==> src/rtl/bus_traffic_pkg.sv <==
// Shared definitions for the bus traffic master.
//   state_t           : transaction sequencer states
//   MODE_ALT/WR/RD    : command pattern selectors for the MODE parameter
//   CMD_RD/CMD_WR     : encodings driven on the cmd handshake line
package bus_traffic_pkg;

  typedef enum logic [2:0] {
    IDLE,
    SETUP,
    REQ,
    RELEASE,
    NEXT,
    DONE
  } state_t;

  localparam int unsigned MODE_ALT = 0;
  localparam int unsigned MODE_WR  = 1;
  localparam int unsigned MODE_RD  = 2;

  localparam logic CMD_RD = 1'b0;
  localparam logic CMD_WR = 1'b1;

endpackage

==> src/rtl/bus_pattern_gen.sv <==
// Address / data / command pattern source for transaction index k.
//   clk, rst : clock, synchronous active-high reset
//   clear    : restart the pattern at k = 0
//   advance  : step to k + 1
//   addr     : {k[1], k*(ADDR_STEP>>SHIFT)} truncated to ADDR_W
//   wdata    : k*DATA_STEP on writes, 0 on reads
//   cmd      : read/write selection for k according to MODE
module bus_pattern_gen
  import bus_traffic_pkg::*;
#(
  parameter int          ADDR_W    = 32,
  parameter int          DATA_W    = 32,
  parameter logic [31:0] ADDR_STEP = 32'hCE2,
  parameter int unsigned SHIFT     = 0,
  parameter logic [31:0] DATA_STEP = 32'h345,
  parameter int unsigned MODE      = MODE_ALT
) (
  input  logic              clk,
  input  logic              rst,
  input  logic              clear,
  input  logic              advance,
  output logic [ADDR_W-1:0] addr,
  output logic [DATA_W-1:0] wdata,
  output logic              cmd
);

  localparam logic [ADDR_W-2:0] ADDR_INC = (ADDR_W-1)'(ADDR_STEP >> SHIFT);
  localparam logic [DATA_W-1:0] DATA_INC = DATA_W'(DATA_STEP);

  // Only k[1:0] ever reaches the outputs, so the index is kept modulo 4.
  logic [1:0]        k;
  // The address MSB comes from k[1], so the accumulator is one bit narrower.
  logic [ADDR_W-2:0] addr_acc;
  logic [DATA_W-1:0] data_acc;

  always_ff @(posedge clk) begin
    if (rst || clear) begin
      k        <= '0;
      addr_acc <= '0;
      data_acc <= '0;
    end else if (advance) begin
      k        <= k + 2'd1;
      addr_acc <= addr_acc + ADDR_INC;
      data_acc <= data_acc + DATA_INC;
    end
  end

  // MODE=3 (and anything else unrecognised) falls back to alternating.
  always_comb begin
    cmd = k[0];
    if (MODE == MODE_WR) begin
      cmd = CMD_WR;
    end else if (MODE == MODE_RD) begin
      cmd = CMD_RD;
    end
  end

  assign addr  = {k[1], addr_acc};
  assign wdata = (cmd == CMD_WR) ? data_acc : '0;

endmodule

==> src/rtl/bus_traffic_master.sv <==
// Programmable four-phase req/ack bus master for bus-level stress benches.
// Issues NUM_TXN (or, with 0, an unbounded stream until stop) reads/writes
// with generated address and data patterns, captures read data and reports
// completion, timeouts and the number of finished transactions.
//   clk, rst  : clock, synchronous active-high reset
//   start     : one-cycle pulse, starts a run from idle
//   stop      : finish the current transaction, then end the run
//   ack/rdata : slave handshake and read data (valid while ack = 1)
//   req/cmd/addr/wdata : request, 1 = write, address, write data
//   busy/done : run in progress, one-cycle end-of-run pulse
//   err       : sticky timeout flag, cleared by start
//   rd_valid/rd_data : one-cycle capture pulse and captured read data
//   txn_cnt   : completed transactions in this run
module bus_traffic_master
  import bus_traffic_pkg::*;
#(
  parameter int          ADDR_W    = 32,
  parameter int          DATA_W    = 32,
  parameter logic [31:0] ADDR_STEP = 32'hCE2,
  parameter int unsigned SHIFT     = 0,
  parameter logic [31:0] DATA_STEP = 32'h345,
  parameter int unsigned NUM_TXN   = 4,
  parameter int unsigned MODE      = MODE_ALT,
  parameter int unsigned TIMEOUT   = 16
) (
  input  logic              clk,
  input  logic              rst,
  input  logic              start,
  input  logic              stop,
  input  logic              ack,
  input  logic [DATA_W-1:0] rdata,
  output logic              req,
  output logic              cmd,
  output logic [ADDR_W-1:0] addr,
  output logic [DATA_W-1:0] wdata,
  output logic              busy,
  output logic              done,
  output logic              err,
  output logic              rd_valid,
  output logic [DATA_W-1:0] rd_data,
  output logic [15:0]       txn_cnt
);

  localparam logic [31:0] TMO_LAST = 32'(TIMEOUT - 1);
  localparam logic [15:0] TXN_LAST = 16'(NUM_TXN - 1);

  state_t            state;
  state_t            state_next;
  logic [31:0]       tmo_cnt;
  logic              tmo_hit;
  logic              timeout;
  logic              stop_lat;
  logic              last_txn;
  logic              drive;
  logic              gen_clear;
  logic              gen_advance;
  logic              rd_hit;
  logic [ADDR_W-1:0] gen_addr;
  logic [DATA_W-1:0] gen_wdata;
  logic              gen_cmd;

  bus_pattern_gen #(
    .ADDR_W    (ADDR_W),
    .DATA_W    (DATA_W),
    .ADDR_STEP (ADDR_STEP),
    .SHIFT     (SHIFT),
    .DATA_STEP (DATA_STEP),
    .MODE      (MODE)
  ) u_pattern (
    .clk     (clk),
    .rst     (rst),
    .clear   (gen_clear),
    .advance (gen_advance),
    .addr    (gen_addr),
    .wdata   (gen_wdata),
    .cmd     (gen_cmd)
  );

  // tmo_cnt counts cycles already spent in the current REQ/RELEASE visit,
  // so hitting TIMEOUT-1 here means this is the TIMEOUT-th waiting cycle.
  assign tmo_hit     = (TIMEOUT != 0) && (tmo_cnt == TMO_LAST);
  assign last_txn    = (NUM_TXN != 0) && (txn_cnt == TXN_LAST);
  assign gen_clear   = (state == IDLE) && start;
  assign gen_advance = (state == NEXT);
  assign rd_hit      = (state == REQ) && ack && (gen_cmd == CMD_RD);

  always_comb begin
    state_next = state;
    req        = 1'b0;
    busy       = 1'b1;
    done       = 1'b0;
    drive      = 1'b1;
    timeout    = 1'b0;
    unique case (state)
      IDLE: begin
        busy  = 1'b0;
        drive = 1'b0;
        if (start) state_next = SETUP;
      end
      SETUP: state_next = REQ;
      REQ: begin
        req = 1'b1;
        if (ack) begin
          state_next = RELEASE;
        end else if (tmo_hit) begin
          timeout    = 1'b1;
          state_next = DONE;
        end
      end
      RELEASE: begin
        if (!ack) begin
          state_next = NEXT;
        end else if (tmo_hit) begin
          timeout    = 1'b1;
          state_next = DONE;
        end
      end
      NEXT: begin
        if (last_txn || stop_lat || stop) state_next = DONE;
        else                              state_next = SETUP;
      end
      DONE: begin
        drive      = 1'b0;
        done       = 1'b1;
        state_next = IDLE;
      end
      default: state_next = IDLE;
    endcase
  end

  always_ff @(posedge clk) begin
    if (rst) begin
      state    <= IDLE;
      tmo_cnt  <= '0;
      stop_lat <= 1'b0;
      err      <= 1'b0;
      txn_cnt  <= '0;
      rd_valid <= 1'b0;
      rd_data  <= '0;
    end else begin
      state <= state_next;

      if (state_next != state)                 tmo_cnt <= '0;
      else if (state == REQ || state == RELEASE) tmo_cnt <= tmo_cnt + 32'd1;

      if (state == IDLE) stop_lat <= 1'b0;
      else if (stop)     stop_lat <= 1'b1;

      if (gen_clear) begin
        err     <= 1'b0;
        txn_cnt <= '0;
      end else begin
        if (timeout)     err     <= 1'b1;
        if (gen_advance) txn_cnt <= txn_cnt + 16'd1;
      end

      rd_valid <= rd_hit;
      if (rd_hit) rd_data <= rdata;
    end
  end

  // Pattern outputs are only presented while a transaction is in flight,
  // which keeps them at zero in IDLE/DONE and straight after reset.
  assign cmd   = drive ? gen_cmd   : 1'b0;
  assign addr  = drive ? gen_addr  : '0;
  assign wdata = drive ? gen_wdata : '0;

endmodule
==> config.mk <==
export PLATFORM = sky130hd
export DESIGN_NAME = bus_traffic_master
export DESIGN_NICKNAME = d
export VERILOG_FILES = /design/src/rtl/bus_traffic_pkg.sv /design/src/rtl/bus_pattern_gen.sv /design/src/rtl/bus_traffic_master.sv
export SDC_FILE = /design/constraint.sdc
export NUM_CORES = 1
export LEC_CHECK = 0
export CORE_AREA = 2 2 127 129
export CTS_CLUSTER_SIZE = 30
export DETAILED_ROUTE_END_ITERATION = 10
export DIE_AREA = 0 0 129 131
export PLACE_DENSITY = 0.76
export SKIP_LAST_GASP = 1
export SYNTH_ARGS = -nofsm -noshare
export SYNTH_HDL_FRONTEND = slang
export SYNTH_SLANG_ARGS = --single-unit
==> constraint.sdc <==
create_clock -name clk -period 1.9 [get_ports clk]
set_input_delay 0.38 -clock clk [delete_from_list [all_inputs] [get_ports clk]]
set_output_delay 0.38 -clock clk [all_outputs]
set_load 0.05 [all_outputs]
* Yosys cells after proc, flatten, opt, wreduce, memory -nomap -nowiden
Index checks and enable logic that the tools add are counted.
Operators by class: add/subtract/negate cells 5, equal/unequal tests 8, multiplexer cells 17, bitwise operators 1, reduce and logical (&&, ||, !) cells 12
Operators by type and width (count):
- $mux 32 | 3
- $add 32x1->32 const B | 1
- $add 32x10->32 const B | 1
- $eq 32x4->1 const B | 1
- $add 31x12->31 const B | 1
- $add 16x1->16 const B | 1
- $eq 16x2->1 const B | 1
- $mux 3 | 5
- $pmux 3 s5 | 1
- $reduce_or 2->1 | 4
- $mux 1 | 7
- $eq 3x2->1 const B | 2
- $eq 3x3->1 const B | 2
- $logic_or 1x1->1 | 4
- $eq 3x1->1 const B | 1
- $logic_and 1x1->1 | 3
- $logic_not 3->1 | 1
- $ne 3x3->1 | 1
- $add 2x1->2 const B | 1
- $pmux 1 s2 | 1
- $not 1->1 | 1
Word-level totals: register bits 151, bits of input ports 37, word-level logic and storage cells 53

* Longest topological paths before layout
depth in word-level cells 7, gate-level depth with buffers 7, mapped depth without buffers 6

* Hierarchy
A second synthesis with hierarchy kept.
Second synthesis, totals: cells, all modules 954, area total of the unflattened synthesis 7950.1 sq um
Modules (own cells, without submodules):
- bus_traffic_master | instances 1, cells each 535, area an instance 4465.5 sq um, seq. area each 1721.7 sq um
- bus_pattern_gen | instances 1, cells each 419, area an instance 3484.6 sq um, seq. area each 1281.2 sq um

* Least setup slack after synthesis
OpenSTA, ideal clock, no wires.
path type register -> output, start point reg state[0], end point out wdata[0], arrival 2.255 ns, data required time 1.520 ns, path slack -0.735 ns, cell stages (with the launch flop) 7, path buffers 2, cell sequence dfxtp_1 -> clkbuf_1 -> nand2_1 -> nor2_1 -> nor2_1 -> clkbuf_1 -> and3_1
Between the ends: longest elaborated chain between the ends 3, elaborated cells on any way between the ends 4
RTL lines:
- start: declaration | line bus_traffic_master.sv:47 | state_t state;
- start signal: assignment | line bus_traffic_master.sv:141 | state <= state_next;
- $eq 3x3->1 or $logic_not 3->1 (tied branches) | line bus_traffic_master.sv:94 | unique case (state)
- $reduce_or 2->1 (no source line) (*)
- $mux 32 (*) | line bus_traffic_master.sv:166 | assign wdata = drive ? gen_wdata : '0;
- end: declaration | line bus_traffic_master.sv:35 | output logic [DATA_W-1:0] wdata,
Every way passes the cells marked *; elsewhere a longest branch is shown, timed or not.

* Worst setup path after layout
start point reg state[0], end point out wdata[1]
The elaborated chain is that of the path after synthesis.

==> flow_summary_export.csv <==
group,metric,value,unit
run_status,status,"complete, but fails checks",
run_status,violations,"negative setup slack",
final_layout,nFillCells,1101,
power_and_ir_drop,p_leak,4.16,nW
logic_synthesis,yosysTopAreaCellShare,0.426,
floorplanning,die-area,16900,um2
grt,grt_pass1_wl,32.3,mm
timing,report.final.slew_viol_count,0,
final_layout,area.growth.synth_to_final,58.4,%
final_layout,multi_input_area,4240,um2
floorplanning,rows,46,
setup_path,path_class,"reg -> out",
power_and_ir_drop,clockPowerShare,0.449,
timing,finClkSkew,5.95,ps
timing,rsz0062_at_grt,"yes",
setup_path,cp_slowest_stage_delay,370,ps
floorplanning,fp.dieH,131,um
cts,cts_tree,"yes",
setup_path,crit_path_max_fanout,12,
floorplanning,core,15600,um2
logic_synthesis,netlist_top_cells_area,"dfxtp_1, xnor2_1, nor2_1",
cts,htreeDepth,4,
min_path,hold_path_class,"reg -> reg",
timing,fin_ws,-224,ps
power_and_ir_drop,switching_share,0.243,
place,post-place-cells,1263,
cts,clk_pin_slew,60,ps
timing,period_minus_slack,2120,ps
power_and_ir_drop,report.power.total,7.19,mW
cts,cts_sinks,150,
grt,grt-ovfl-total,0,
setup_path,cp-end-kind,"primary output",
logic_synthesis,syn_avg_cell_area,8.16,um2
timing,fmax,0.471,GHz
setup_path,start_kind,"flip-flop",
setup_path,cp.required,1520,ps
timing,slew_headroom,0.307,
grt,grt_start_max_net_pins,38,
detailed_routing,drc,0,
job,maxCapViolCount,0,
logic_synthesis,synth-edff-count,0,
power_and_ir_drop,p_int,5.44,mW
detailed_routing,detail_route.wl_per_cell,15.9,um
power_and_ir_drop,comb_power_share,0.106,
logic_synthesis,syn_area,7050,um2
floorplanning,initial_utilization,0.452,
logic_synthesis,synth_ff_type,"dfxtp_1",
power_and_ir_drop,power.density,643,nW/um2
detailed_routing,avgViaCountPerCell,5.32,
grt,antenna_found_initial,0,
place,place.gp.congestion,0.863,
logic_synthesis,synth_common_cells,"dfxtp_1, nor2_1, nand2_1",
setup_path,path_buf_inv,3,
logic_synthesis,synth_most_common_cell,"dfxtp_1",
logic_synthesis,async_flop_share,0,
timing,tightest_slew,1040,ps
timing,hold-worst-slack,448,ps
power_and_ir_drop,worst_ir_drop_vdd,754,uV
logic_synthesis,ys_types,51,
logic_synthesis,yosys_warnings,0,
floorplanning,pin_count,155,
final_layout,fin_util,0.716,
detailed_routing,drt_iter0_markers,542,
cts,postCtsHoldBufs,0,
detailed_routing,dr.pass1.iters,5,
final_layout,drive_gt1_frac,0.306,
logic_synthesis,synth_seq_cells,150,
setup_path,crit_path_top_delay_cell,"dfxtp_4",
detailed_routing,wirelength,20.9,mm
power_and_ir_drop,p_sw,1.75,mW
detailed_routing,ant_nets,0,
power_and_ir_drop,seq_power_share,0.445,
cts,root_buffer,"clkbuf_16",
grt,grt_pass1_vias,6577,
logic_synthesis,synth_cells,865,
detailed_routing,num_vias,6998,
final_layout,regArea,3020,um2
grt,track_usage,0.239,
logic_synthesis,synth.largest_area_cell,"dfxtp_1",
timing,hold_violations,0,
timing,fin_crit_sh,1.12,
cts,clkLatencyLatePin,420,ps
floorplanning,die_w,129,um
timing,tns,-11230,ps
logic_synthesis,synth_nets,906,
final_layout,final_nets,1127,
cts,clockBufferDepth,2,
setup_path,cp_cell_sequence,"nor3_4, nor2_4, buf_12, buf_16, and3_4, buf_12",
place,dp.final_hpwl,13.6,mm
logic_synthesis,yosysSeqAreaShare,0.426,
final_layout,n_antenna_cell,0,
setup_path,cp_data_arrival_time,1740,ps
cts,numCtsBuffers,17,
place,io_buffers,153,
final_layout,fin_cells,1315,
setup_path,critPathTopFamily,"simple AND/OR/NAND/NOR gates",
timing,setup_viol,60,
setup_path,cp_common_cell,"buf_12",
## through the flow
stage               setup slack, ps  instance area, um2
finish                         -224               11200
global route                   -272               11200
CTS                            -218               10900
detailed placement            -84.3               10200
global placement               8.16               10200
floorplan                      10.5                7360
## cell families (layout without fill, tap and decap cells)
family	Yosys count	count (layout)	synth area share
multiplexers	1	1	0.00160
buffers and inverters	69	303	0.0410
adder cells (fa/ha/maj)	4	4	0.00709
flip-flops	150	150	0.426
XOR/XNOR	101	101	0.125
AO/OA/AOI/OAI	100	100	0.0857
other	1	1	0.000532
AND/OR/NAND/NOR	439	439	0.313
## layout by cell type (no fill, tap or decap), drive strengths merged, types with 14 or more instances in the layout
cell	Yosys	final
a21oi	57	57
nand2	108	108
and4	15	15
clkdlybuf4s50	0	36
inv	14	14
and3	39	39
nor2	126	126
xor2	42	42
xnor2	59	59
clkbuf	36	25
dlygate4sd2	0	31
nand3	33	33
nand4	23	23
dfxtp	150	150
and2	33	33
nor3	23	23
buf	19	189
## layout make-up
| class | instances | area share |
|---|---|---|
| clock buffer | 24 | 0.0440 |
| clock inverter | 8 | 0.00649 |
| inverter | 14 | 0.00470 |
| multi-input combinational | 646 | 0.380 |
| sequential | 150 | 0.270 |
| tap | 216 | 0.0242 |
| timing repair buffer | 257 | 0.271 |
## repair_timing
| item | CTS | global route |
|---|---|---|
| endpoints found under the setup margin | 103 | 131 |
| resized for setup | 49 | 43 |
| gates cloned | 2 | 2 |
| hold endpoints to repair | 0 | 0 |
| setup buffers | 11 | 7 |
| pin swaps | 2 | 18 |
## path summary, 6_finish.rpt
path,to,cells after the start,start,slack (ps)
worst max-delay path,wdata[1],6,state[0]$_SDFF_PP0_,-220
worst min-delay path,rd_data[16]$_SDFFE_PP0P_,2,rd_data[16]$_SDFFE_PP0P_,450
worst max register to register,u_pattern.data_acc[29]$_SDFFE_PP0N_,7,state[0]$_SDFF_PP0_,20
worst min register to register,rd_data[16]$_SDFFE_PP0P_,2,rd_data[16]$_SDFFE_PP0P_,450
## state kept, by name, summed over array words and instances (netlist names)
| register | count |
|---|---|
| rd_data | 32 |
| state | 3 |
| rd_valid | 1 |
| tmo_cnt | 32 |
| txn_cnt | 16 |
| u_pattern.addr_acc | 30 |
| stop_lat | 1 |
| err | 1 |
| u_pattern.data_acc | 32 |
| u_pattern.k | 2 |
## tightest hold or removal path, delay by kind of cell (launching register included)
family	cells	cell delay, ps
AO/OA/AOI/OAI	1	50
flip-flops	1	300
AND/OR/NAND/NOR	1	50
## routing by layer
| metal | up-vias | GRT usage | routed length [um] |
|---|---|---|---|
| li1 | 3386 | - | - |
| met2 | 230 | 0.413 | 10500 |
| met1 | 3339 | 0.289 | 8570 |
| met4 | 0 | 0.0876 | 478 |
| met3 | 43 | 0.0607 | 1350 |
| met5 | - | 0 | 0 |
## power groups by stage
stage / sequential [mW] / clock [mW] / combinational (mW)
after floorplan: 3.34 / 0 / 0.276
after global placement: 3.27 / 0 / 0.620
after detailed placement: 3.27 / 0 / 0.627
after CTS: 3.20 / 3.24 / 0.707
after global routing: 3.20 / 3.40 / 0.812
final: 3.20 / 3.23 / 0.765
Note: power is estimated with default switching activity, not from simulation.
==> edit 1: new RTL, same flow settings <==
Reset style: asynchronous (`rst`), changed in one clocked block. Comments in the files are not updated.
--- a/src/rtl/bus_traffic_master.sv
+++ b/src/rtl/bus_traffic_master.sv
@@ -128,7 +128,7 @@
     endcase
   end
 
-  always_ff @(posedge clk) begin
+  always_ff @(posedge clk or posedge rst) begin
     if (rst) begin
       state    <= IDLE;
       tmo_cnt  <= '0;
Formal check against the unedited RTL: differs if rst is asserted again (counterexample within 4 cycles, from zero or initial values and one cycle with rst high); with rst held inactive, the same outputs for 10 cycles.
==> edit 1 against the unedited design <==
Sequential cell count unchanged. Count of clock-buffer cells in the layout down 7. Design area up 17%. Non-clock buffer count up 45. Highest routed layer unchanged. Critical path type unchanged. Register-to-register slack worse by 0.40 ns. The run still ends with setup timing left. Maximum frequency down 12%. Area after synthesis up 9.7%. Clock skew up 0.014 ns. Largest cell class unchanged. Worst setup slack worse by 0.28 ns. Routed wire length up 44%. Sequential share of layout area down 0.76 points. Synthesized cell count down 3.4%.
Power is not compared: it rests on default switching activity, and its combinational part moved more than twofold at a synthesized area within 25%.
==> edit 1: results <==
[timing]
worst_slack_ns = -0.5043
maxSlewHeadroom = 0.4967
finalClockSkew_ns = 0.02020
fin_setup_tns_ns = -44.20
finalSetupViolCount = 187

[cells_and_area]
antennaDiodeCount = 0
stdcell_count = 1330
finalNetCount = 1142
drive_gt1_frac = 0.4417
largest_registers = "rd_data x32, tmo_cnt x32, u_pattern.data_acc x32"

[global_route]
grt_pass1_vias = 7870
grtUsageTotal = 0.3047
grt_pass1_wl_um = 41080
grt_overflow = 0
grt_max_degree = 87
antenna_found_initial = 0

[cts]
clockRootBuffer = "clkbuf_16"
cts_hold_buf = 0
clk_latency_ns = 0.44
htree_levels = 4
numCtsBuffers = 17
clk_pin_slew_ns = 0.07
clock_path_buffers = 2

[place]
portBuffers = 153
hpwl_um = 14680
place.gp.congestion = 0.8354
dpl.cell_count = 1239
postPlaceCellArea_um2 = 11010

[routing]
wl_per_cell_um = 22.52
drt_first_pass_iters = 7
dr.first_iter.drc_count = 966
dr_total_vias = 8465

[power_and_ir_drop]
vdd_drop_max_mv = 1.112
leakage_uw = 0.005415
sw_frac_of_total = 0.4224

[synthesis]
ys_warn_count = 0
seq_area_frac_synth = 0.4437
syn_nets = 877
avgSynthCellArea_um2 = 9.255
async_flop_share = 0.5733
synth_area_leaders = "dfrtp_1, dfxtp_1, mux2_2, a21oi_1, and3_1"
synth_top_cells_by_count = "dfrtp_1, dfxtp_1, nand2_1"
synthDistinctLibCells = 55

[hold_path]
hp-class = "register to register"
whs_path_depth = 2

[setup_path]
crit_arrival_ns = 2.02
rr_worst_depth = 7
path_max_fanout = 9

[status]
violations = "setup timing"
status = "finished with violations"
==> edit 1: area by class of cell <==
cell class | count | area, um^2
Clock buffer | 17 | 425.4
Fill cell | 748 | 2522
Tap cell | 216 | 270.3
Clock inverter | 15 | 180.2
Multi-Input combinational cell | 612 | 4981
Timing Repair Buffer | 302 | 3711
Inverter | 18 | 73.82
Sequential cell | 150 | 3433
==> edit 1: kinds of logic (layout without fill, tap and decap cells) <==
family	count (synthesis)	in the layout	share of synthesized area
flip-flops	150	150	0.4437
adder cells (fa/ha/maj)	4	4	0.006469
XOR/XNOR	27	27	0.03056
multiplexers	54	54	0.07535
buffers and inverters	75	352	0.03962
other	1	1	0.0004847
AO/OA/AOI/OAI	166	166	0.1316
AND/OR/NAND/NOR	359	360	0.2722
==> edit 1: worst max-delay path: stages (launching register included) <==
cell	delay, ns
dfrtp_1	0.40
buf_6	0.14
buf_6	0.12
inv_4	0.07
nor2_4	0.05
nor2_4	0.18
buf_6	0.17
buf_16	0.13
and3_4	0.21
buf_12	0.14
==> edit 1: power groups by stage <==
stage | Combinational (uW) | Sequential, uW | Clock (uW)
detailed placement | 5470 | 4040 | 0
finish | 6950 | 4030 | 3570
global placement | 5400 | 4010 | 0
floorplan | 2220 | 5430 | 0
CTS | 6430 | 3980 | 3540
global route | 7190 | 4080 | 3720
==> edit 1: layer usage <==
metal	wire length (um)	part of all wire	vias up	GRT usage
met3	2142	0.072	128	0.06922
met4	1362	0.045	0	0.09143
met1	11010	0.37	4161	0.3743
li1	-	-	3657	-
met5	0	0	-	0
met2	15440	0.52	519	0.5375
==> edit 1: worst paths after layout <==
check | endpoint | slack [ns] | startpoint
worst max register to register | u_pattern.addr_acc[26]$_SDFFE_PP0N_ | -0.38 | state[2]$_DFF_PP0_
worst min register to register | u_pattern.data_acc[28]$_SDFFE_PP0N_ | 0.49 | u_pattern.data_acc[28]$_SDFFE_PP0N_
max in group asynchronous | tmo_cnt[1]$_DFFE_PP0P_ | 0.85 | rst
worst max-delay path | wdata[7] | -0.50 | state[2]$_DFF_PP0_
worst min-delay path | u_pattern.data_acc[28]$_SDFFE_PP0N_ | 0.49 | u_pattern.data_acc[28]$_SDFFE_PP0N_
min in group asynchronous | txn_cnt[1]$_DFFE_PP0P_ | 0.67 | rst
==> edit 1: repair_timing <==
item,CTS,global route
resized for setup,109,119
setup endpoints to repair,167,203
setup buffers,25,24
cloned,13,7
pin swaps,37,46
hold endpoints to repair,0,0
==> edit 1: through the flow <==
stage          hold WS, ns  worst slack, ns
3_3_place_gp        0.4608          -0.1911
3_5_place_dp        0.4806          -0.2232
4_1_cts             0.4890          -0.4107
5_1_grt             0.5109          -0.5405
6_report            0.4916          -0.5043
2_1_floorplan       0.4390          -0.3233
==> edit 2: new RTL, config.mk and constraints unchanged <==
Made on the original files. `DATA_W` is set to 32 in 2 places; all go to 36.
--- a/src/rtl/bus_pattern_gen.sv
+++ b/src/rtl/bus_pattern_gen.sv
@@ -9,7 +9,7 @@
   import bus_traffic_pkg::*;
 #(
   parameter int          ADDR_W    = 32,
-  parameter int          DATA_W    = 32,
+  parameter int          DATA_W    = 36,
   parameter logic [31:0] ADDR_STEP = 32'hCE2,
   parameter int unsigned SHIFT     = 0,
   parameter logic [31:0] DATA_STEP = 32'h345,
--- a/src/rtl/bus_traffic_master.sv
+++ b/src/rtl/bus_traffic_master.sv
@@ -15,7 +15,7 @@
   import bus_traffic_pkg::*;
 #(
   parameter int          ADDR_W    = 32,
-  parameter int          DATA_W    = 32,
+  parameter int          DATA_W    = 36,
   parameter logic [31:0] ADDR_STEP = 32'hCE2,
   parameter int unsigned SHIFT     = 0,
   parameter logic [31:0] DATA_STEP = 32'h345,
Ports: changed (resized rd_data, rdata and wdata); port bits go from 155 to 167. The function was not compared with the original's and may differ.
==> edit 2 against the unedited design <==
The flow still finishes with violations (setup timing). Critical path depth grew 2. Die area unchanged. Combinational power decreased by 11%. Design area increased by 1.8%. Power up 5.1%. Clock power is 8.7% higher. Register-to-register slack worse by 0.14 ns. Worst setup slack got worse by 0.070 ns. Area after synthesis increased by 2.7%. Cell count increased by 0.23%. Sequential cell count rose by 8. Routed wire length fell by 4.0%. Critical endpoint is now wdata[8]. Largest cell class unchanged.
==> edit 2: results <==
[global_route]
grt_pass1_wl_um = 32310
grt_max_degree = 39
antenna_found_initial = 0
grt_pass1_vias = 6706
grtUsageTotal = 0.2380

[timing]
finalClockSkew_ns = 0.006925
hold_slack_ns = 0.4504
tightestPinTransition_ns = 0.5222
finalHoldViolCount = 0
finalSetupViolCount = 79
worst_slack_ns = -0.2938

[setup_path]
rr_worst_depth = 6
reg2reg_to = "u_pattern.data_acc[32]$_SDFFE_PP0N_"
r2r_slack_ns = -0.12
crit_arrival_ns = 1.81
path_max_fanout = 9
crit_start = "state[2]$_SDFF_PP0_"
crit_path_max_incr_delay_ns = 0.32
crit_end = "wdata[8]"
r2r_start = "state[1]$_SDFF_PP0_"
slowest_stage = "dfxtp_2"

[place]
postPlaceCellArea_um2 = 10240
portBuffers = 165
dpl.cell_count = 1270
place.gp.congestion = 0.8228
hpwl_um = 13010

[routing]
dr_total_vias = 6926
via_per_inst = 5.255
dr.first_iter.drc_count = 591
drt_first_pass_iters = 7
wl_per_cell_um = 15.21

[synthesis]
synth_area_leaders = "dfxtp_1, xor2_1, nor2_1, nand2_1, xnor2_1"
synth_top_cells_by_count = "dfxtp_1, nor2_1, nand2_1"
synthDistinctLibCells = 48
syn_nets = 921
syn_inst = 876
seq_area_frac_synth = 0.4368

[power_and_ir_drop]
vdd_drop_max_mv = 0.6402
leakage_uw = 0.004267
p_sw_uw = 1694

[cts]
clockRootBuffer = "clkbuf_16"
clock_path_buffers = 2
clk_latency_ns = 0.42
cts_hold_buf = 0
numCtsBuffers = 17
clk_pin_slew_ns = 0.06

[status]
status = "finished with violations"
violations = "setup timing"

[cells_and_area]
antennaDiodeCount = 0
drive_gt1_frac = 0.2858
largest_registers = "rd_data x36, u_pattern.data_acc x36, tmo_cnt x32"
nFillCells = 1115
finalNetCount = 1137

[hold_path]
whs_path_depth = 2
hp-class = "register to register"
edit 2: cell families after synthesis:
kind of cell / share of synthesized area
AO/OA/AOI/OAI: 0.07395
XOR/XNOR: 0.1173
adder cells (fa/ha/maj): 0.006911
buffers and inverters: 0.02972
flip-flops: 0.4368
other: 0.0005178
AND/OR/NAND/NOR: 0.3348
edit 2: worst min path at each step:
stage / from / to
finish: rd_data[2]$_SDFFE_PP0P_ / rd_data[2]$_SDFFE_PP0P_
global route: rd_data[8]$_SDFFE_PP0P_ / rd_data[8]$_SDFFE_PP0P_
CTS: rd_data[2]$_SDFFE_PP0P_ / rd_data[2]$_SDFFE_PP0P_
detailed placement: rd_data[13]$_SDFFE_PP0P_ / rd_data[13]$_SDFFE_PP0P_
global placement: rd_data[2]$_SDFFE_PP0P_ / rd_data[2]$_SDFFE_PP0P_
floorplan: tmo_cnt[1]$_SDFFE_PP0P_ / tmo_cnt[1]$_SDFFE_PP0P_
edit 2: power by group through the flow:
stage	Clock [uW]	Combinational (uW)	Sequential, uW
after floorplan	0	231	3530
after global placement	0	597	3440
after detailed placement	0	602	3440
after CTS	3570	676	3370
after global routing	3710	727	3370
final	3510	684	3370
edit 2: timing repair:
action                     CTS  global route
gates cloned                 5             0
pin swaps                   10             5
gates resized for setup    110            23
buffers inserted            11             4
setup endpoints to repair  113           119
edit 2: metrics by stage:
stage	worst slack [ns]	utilization	TNS (ns)	total power, uW
3_3_place_gp	-0.05481	0.6567	-0.1341	4032
5_1_grt	-0.3546	0.7292	-23.88	7809
3_5_place_dp	-0.09307	0.6567	-0.3888	4039
4_1_cts	-0.3159	0.7194	-19.53	7609
6_report	-0.2938	0.7292	-18.32	7556
2_1_floorplan	-0.1705	-	-7.088	3758
edit 2: area by class of cell:
cell class,count,area (um^2),share of cell area
Clock buffer,22,464.2,0.04081
Timing Repair Buffer,242,3054,0.2685
Inverter,5,18.77,0.001650
Tap cell,216,270.3,0.02376
Multi-Input combinational cell,668,4263,0.3748
Clock inverter,7,137.6,0.01210
Sequential cell,158,3166,0.2783
edit 2: metal layers:
layer,GRT usage,wire length [um],part of all wire,vias up
li1,-,-,-,3409
met1,0.2913,8382,0.42,3293
met2,0.4071,10270,0.51,198
met3,0.06963,1095,0.055,26
met4,0.07225,293,0.015,0
met5,0,0,0,-
edit 2: critical path, delay by kind of cell (launching register included):
kind	cells	cell delay, ns
flops	1	0.32
simple gates	3	0.37
xor+xnor	1	0.16
buf+inv	4	0.53
